`config.mk`:
```
export PLATFORM = sky130hd
export DESIGN_NAME = bijiaoqi_serial
export DESIGN_NICKNAME = d
export VERILOG_FILES = /design/src/rtl/bijiaoqi_pkg.sv /design/src/rtl/bijiaoqi_digit.sv /design/src/rtl/bijiaoqi_serial.sv
export SDC_FILE = /design/constraint.sdc
export NUM_CORES = 1
export LEC_CHECK = 0
export CAP_MARGIN = 25
export CORE_MARGIN = 2
export CORE_UTILIZATION = 46
export CTS_CLUSTER_DIAMETER = 60
export DETAILED_ROUTE_END_ITERATION = 16
export PLACE_DENSITY = 0.76
export SYNTH_ARGS = -nofsm -noshare
export SYNTH_HDL_FRONTEND = slang
export SYNTH_SLANG_ARGS = --single-unit
```
`constraint.sdc`:
```
create_clock -name clk -period 2.63 [get_ports clk]
set_input_delay 0.3945 -clock clk [delete_from_list [all_inputs] [get_ports clk]]
set_output_delay 0.3945 -clock clk [all_outputs]
set_load 0.01 [all_outputs]
```
`src/rtl/bijiaoqi_pkg.sv`:
```
// Shared state codes, result encoding and width helper for the serial
// magnitude comparator (bijiaoqi_serial / bijiaoqi_digit).
package bijiaoqi_pkg;

  localparam logic [0:0] ST_IDLE = 1'b0;
  localparam logic [0:0] ST_RUN  = 1'b1;

  // Result vector packed as {gt, lt, eq}; exactly one bit set after a compare.
  typedef logic [2:0] res_t;

  localparam res_t RES_GT = 3'b100;
  localparam res_t RES_LT = 3'b010;
  localparam res_t RES_EQ = 3'b001;

  function automatic int cw_calc(input int ndig);
    return $clog2(ndig + 1);
  endfunction

  function automatic res_t res_encode(input logic gt, input logic lt);
    if (gt) return RES_GT;
    if (lt) return RES_LT;
    return RES_EQ;
  endfunction

endpackage

```
`src/rtl/bijiaoqi_digit.sv`:
```
// Combinational DIGIT-wide magnitude compare used once per cycle by
// bijiaoqi_serial on the currently selected digit.
module bijiaoqi_digit #(
  parameter int DIGIT = 4
) (
  input  logic [DIGIT-1:0] a,
  input  logic [DIGIT-1:0] b,
  output logic             gt,
  output logic             lt,
  output logic             eq
);

  assign gt = (a > b);
  assign lt = (a < b);
  assign eq = (a == b);

endmodule

```
`src/rtl/bijiaoqi_serial.sv`:
```
// Multi-cycle MSB-first digit-serial magnitude comparator with early exit.
// Define BIJIAOQI_SIGNED_EN for two's-complement operands.
module bijiaoqi_serial
  import bijiaoqi_pkg::*;
#(
  parameter  int WIDTH = 16,
  parameter  int DIGIT = 4,
  localparam int NDIG  = WIDTH / DIGIT,
  localparam int CW    = cw_calc(NDIG)
) (
  input  logic             clk,
  input  logic             rst,
  input  logic             start,
  input  logic [WIDTH-1:0] x,
  input  logic [WIDTH-1:0] y,
  output logic             busy,
  output logic             done,
  output logic             xgy,
  output logic             xsy,
  output logic             xey,
  output logic [CW-1:0]    cycles
);

  localparam int KW = (NDIG > 1) ? $clog2(NDIG) : 1;

  logic [0:0]       state_q, state_d;
  logic [WIDTH-1:0] x_q, x_d;
  logic [WIDTH-1:0] y_q, y_d;
  logic [KW-1:0]    k_q, k_d;
  logic             done_q, done_d;
  res_t             res_q, res_d;
  logic [CW-1:0]    cycles_q, cycles_d;

  logic [WIDTH-1:0] x_cmp, y_cmp;
  logic [DIGIT-1:0] dig_x, dig_y;
  logic             dig_gt, dig_lt, dig_eq;

`ifdef BIJIAOQI_SIGNED_EN
  // Flipping the sign bit maps two's complement onto unsigned ordering.
  localparam logic [WIDTH-1:0] SIGN_MASK = WIDTH'(1) << (WIDTH - 1);
  assign x_cmp = x_q ^ SIGN_MASK;
  assign y_cmp = y_q ^ SIGN_MASK;
`else
  assign x_cmp = x_q;
  assign y_cmp = y_q;
`endif

  always_comb begin
    dig_x = '0;
    dig_y = '0;
    for (int i = 0; i < NDIG; i++) begin
      if (k_q == KW'(i)) begin
        dig_x = x_cmp[i*DIGIT +: DIGIT];
        dig_y = y_cmp[i*DIGIT +: DIGIT];
      end
    end
  end

  bijiaoqi_digit #(.DIGIT(DIGIT)) u_digit (
    .a  (dig_x),
    .b  (dig_y),
    .gt (dig_gt),
    .lt (dig_lt),
    .eq (dig_eq)
  );

  always_comb begin
    state_d  = state_q;
    x_d      = x_q;
    y_d      = y_q;
    k_d      = k_q;
    done_d   = 1'b0;
    res_d    = res_q;
    cycles_d = cycles_q;
    case (state_q)
      ST_IDLE: begin
        if (start) begin
          x_d     = x;
          y_d     = y;
          k_d     = KW'(NDIG - 1);
          state_d = ST_RUN;
        end
      end
      default: begin
        // Stop at the first unequal digit, or after the LSB digit matched.
        if (!dig_eq || (k_q == '0)) begin
          res_d    = res_encode(dig_gt, dig_lt);
          cycles_d = CW'(NDIG) - CW'(k_q);
          done_d   = 1'b1;
          state_d  = ST_IDLE;
        end else begin
          k_d = k_q - KW'(1);
        end
      end
    endcase
  end

  always_ff @(posedge clk or posedge rst) begin
    if (rst) begin
      state_q  <= ST_IDLE;
      x_q      <= '0;
      y_q      <= '0;
      k_q      <= '0;
      done_q   <= 1'b0;
      res_q    <= '0;
      cycles_q <= '0;
    end else begin
      state_q  <= state_d;
      x_q      <= x_d;
      y_q      <= y_d;
      k_q      <= k_d;
      done_q   <= done_d;
      res_q    <= res_d;
      cycles_q <= cycles_d;
    end
  end

  assign busy   = (state_q == ST_RUN);
  assign done   = done_q;
  assign xgy    = res_q[2];
  assign xsy    = res_q[1];
  assign xey    = res_q[0];
  assign cycles = cycles_q;

endmodule
```
==> results of run 1 <==
[stage by stage]
stage / utilization (%) / cell area [um^2] / setup slack [ns] / hold WS (ns) / power [uW]
after floorplan: - / 2105 / 0.1633 / 0.4751 / 2004
after global placement: 58.70 / 2574 / 0.1845 / 0.4646 / 2306
after detailed placement: 58.70 / 2574 / 0.06230 / 0.4876 / 2334
after CTS: 61.19 / 2683 / 0.1020 / 0.5036 / 2845
after global routing: 61.64 / 2703 / 0.01076 / 0.5196 / 3019
final: 61.64 / 2703 / 0.1679 / 0.5002 / 2829
[layout by cell type, fill, tap and decap left out, drive strengths merged]
| master | count |
|---|---|
| a21oi | 12 |
| bufinv | 1 |
| a221oi | 1 |
| nor2b | 2 |
| and3 | 1 |
| a221o | 2 |
| buf | 7 |
| inv | 10 |
| nand2 | 19 |
| a22oi | 3 |
| mux2 | 30 |
| dfrtp | 42 |
| nand4 | 1 |
| nor3 | 1 |
| a32oi | 1 |
| clkdlybuf4s50 | 42 |
| a32o | 1 |
| ha | 8 |
| a22o | 1 |
| nor2 | 3 |
| clkbuf | 7 |
| o21ai | 21 |
[flip-flops by register name, summed over array words and instances, names as in the netlist]
signal,count
y_cmp,16
cycles,3
x_cmp,16
busy,1
res_q,3
done,1
k_q,2
[cells by family after synthesis]
group                    after synthesis  share of synthesized area (%)
AND/OR/NAND/NOR                       27                          6.540
buffers and inverters                 19                          6.123
AO/OA/AOI/OAI                         42                          12.31
adder cells (fa/ha/maj)                8                          4.756
multiplexers                          30                          20.33
flip-flops                            42                          49.94
[cell usage after synthesis, types with 2 or more instances]
cell | number | area share (%)
inv_1 | 10 | 1.8
ha_1 | 8 | 4.8
nand2_1 | 19 | 3.4
o21ai_1 | 3 | 0.71
mux2_4 | 24 | 17
buf_6 | 4 | 2.1
nor2_1 | 3 | 0.54
a22oi_1 | 3 | 1.1
a21oi_1 | 12 | 2.9
mux2_2 | 5 | 2.7
o21ai_0 | 16 | 3.8
dfrtp_1 | 42 | 50
buf_8 | 2 | 1.4
a221o_1 | 2 | 0.95
[per-layer routing]
layer	vias up	share of wire (%)	wire, um	GRT usage, %
li1	682	-	-	-
met2	36	47	1902	27.47
met3	9	4.4	178	4.219
met4	0	2.3	92	8.595
met5	-	0	0	0
met1	668	47	1896	23.83
[what timing repair did]
action,CTS,global route
resized for setup,1,5
gates cloned,0,0
pin swaps,0,1
setup endpoints to repair,2,6
setup buffers,0,1
[worst max path at each step]
stage,startpoint,to,slack (ns),depth (start not counted)
after global placement,k_q[0],cycles[1],0.18,9
final,k_q[0],cycles[1],0.17,9
after CTS,k_q[0],cycles[1],0.10,9
after detailed placement,k_q[0],cycles[1],0.06,9
after global routing,k_q[0],cycles[0],0.01,12
after floorplan,k_q[0],cycles[1],0.16,11
[worst register-to-register path, cell delays in order (launching register included)]
cell	delay [ns]
dfrtp_1	0.42
ha_1	0.27
buf_4	0.19
a221o_1	0.31
o21ai_0	0.08
o21ai_1	0.08
ha_1	0.36
nand4_4	0.15
o21ai_4	0.18
mux2_1	0.33
[layout make-up]
type / instances / area (um^2) / area share, %
clock buffer: 7 / 76.32 / 2.824
clock inverter: 1 / 30.03 / 1.111
inverter: 10 / 37.54 / 1.389
multi-input combinational: 107 / 944.7 / 34.95
sequential: 42 / 1051 / 38.89
tap: 52 / 65.06 / 2.407
timing repair buffer: 49 / 498.0 / 18.43
[power by group through the flow]
stage,clock (uW),combinational (uW),sequential (uW)
2_1_floorplan,0,907,1100
3_3_place_gp,0,1140,1170
3_5_place_dp,0,1170,1170
4_1_cts,505,1170,1170
5_1_grt,532,1280,1200
6_report,491,1170,1170
==> results.txt, run 1 <==
The flow ran to the end, and the final reports show no timing, DRC or antenna violations. Summed over all nets, the switching power comes to 916.9 uW. For this run, the slowest stage of the critical path takes 0.42 ns.

Counting tap cells, the placed design contains a total of 259 instances. The die covers 5132 um^2. The run gives 0 as the total count of hold-check failures in the final report.

Number of iterations in the first detailed-routing pass: 4. In this run the critical register-to-register path is launched from k_q[0]. The detailed-route vias per instance was 5.205; the number of DRC violations after detailed routing was 0. CTS built an H-tree with a depth of 2. The run gives 4068 um as the sum of routed wire length over all layers. From left edge to right edge, the die measures 71.64 um. For this design, the sink count on the clock tree is 42. Async set or reset register ratio after synthesis: 100.0%. The tools report the via count of the first global-routing pass as 1450. The synthesized design contains 0 enable-type register cells. The critical path buffer and inverter count was 1.

After filler insertion, the fill cell instance count of the layout stands at 351. The clock insertion delay at the later pin of the skew report was 0.29 ns. Setup violations remaining at the end of the flow were counted as 0.

Of the total power, the clock network draws 17.3%. Counting distinct cell types in the post-synthesis netlist gives 29. At the end of routability-driven placement, the weighted congestion stood at 0.8200. The initial antenna violation count was 0; the share of total power consumed by net switching was 32.41%. The most common flop cell mapped by yosys was dfrtp_1. Fraction of final layout cells sized beyond drive strength 1: 23.15%. Combinational cells account for 41.4% of the total power. The final layout contains 258 nets. The count of nets left with antenna violations once routing finished came out at 0. The yosys synthesis warning count is 0, and the core outline area is 4384 um^2. In this run, the number of DRC markers left after iteration 0 of detailed routing was 52. Across all register-to-register paths, the minimum setup slack is 0.17 ns. The path class of the tightest hold or removal check is reg -> reg. Internal power comes to 1912 uW. STA puts the critical path data arrival time at 2.64 ns. The critical-path cell with the highest stage delay was dfrtp_1.

The analysis attributes to cell leakage a power of 0.001205 uW. For this design the top-level I/O count stands at 43. The repair_antennas step left the layout with diodes totalling 0. Number of port buffers: 42. The setup path with the least slack is of type reg -> reg. The tools report the endpoint of the worst-slack reg-to-reg timing path as cycles[1]. Counting instances, the worst hold path has a depth of 2. At the pin with the least slew margin, the transition time is 0.7500 ns. Row generation in the floorplan step produced 24 rows. After routing, the total negative slack on setup checks comes to 0 ns. The required time of the critical path is 2.81 ns. The worst setup path is launched from a register. In this run the most critical hold path is launched from res_q[1]. The family with the most delay on the worst path was compound AO/OA/AOI/OAI gates.

The worst setup path is captured at a register. Relative to the synthesized area, the layout overhead comes to 28.42%. The tree is rooted in a clkbuf_8. After clock tree synthesis, the clock-pin slew on the worst setup and hold paths is 0.08 ns.

Traced cell by cell, the critical path runs through ha_1 > buf_4 > a221o_1 > o21ai_0 > o21ai_1 > ha_1 > nand4_4 > o21ai_4 > mux2_1. The chip height is 71.64 um, and the via count is 1395. The number of clock buffers inserted by TritonCTS is 5.

The net count after synthesis is 211, and the post-synthesis sequential area ratio is 49.94%. Entering global routing, the biggest net connects 35 pins. After the flow finishes, the layout carries non-filler instances totaling 268.

The run gives 0 as the number of max-cap violations. The routed wire length per instance works out to 15.18 um. The share of total power dissipated in sequential elements is 41.2%.

Total standard cell area after synthesis: 2105 um^2. The worst path uses 93.62% of the clock period. Counting every instance in the synthesized netlist gives 168. The maximum clock skew at final layout was 0.004563 ns. The routed design could run at a clock period as short as 2.462 ns. Based on the critical path, the design can be clocked at up to 0.4062 GHz.

Headroom to the max-slew limit: 49.95%. The number of cells on the worst reg-to-reg path is 9. Power spread over the standard cell area amounts to 1047 nW/um^2.

The cell repeated most along the worst path is ha_1. Once the floorplan was initialized, standard cells occupied 48.00% of the core. TritonCTS built the clock tree. The clock passes through at most 2 buffers. Overall global routing resource usage: 17.84%. The number of max-slew violations in the final report is 0. For hold timing, the worst endpoint is res_q[1].

Synthesis inferred 42 register bits. The peak supply drop was 0.5219 mV; the wire length of the first global-routing pass was 6886 um. The average cell area after synthesis works out to 12.53 um^2. In this run the worst path has a maximum fanout of 12. Number of buffers added to fix hold violations after cts: 0. Setup repair after global routing left no endpoint under its margin.

The run gives 3022 um as the placed wire-length estimate after detailed placement. Summed over all layers, the global routing overflow is 0.
No activity file was read; power rests on OpenSTA's default activity.
==> run 2: changes to the inputs <==
--- a/config.mk
+++ b/config.mk
@@ -5,7 +5,7 @@
 export SDC_FILE = /design/constraint.sdc
 export NUM_CORES = 1
 export LEC_CHECK = 0
-export CAP_MARGIN = 25
+export CAP_MARGIN = 20
 export CORE_MARGIN = 2
 export CORE_UTILIZATION = 46
 export CTS_CLUSTER_DIAMETER = 60
==> results of run 2 <==
Final layout, timing and power as in run 1 (identical DEF).
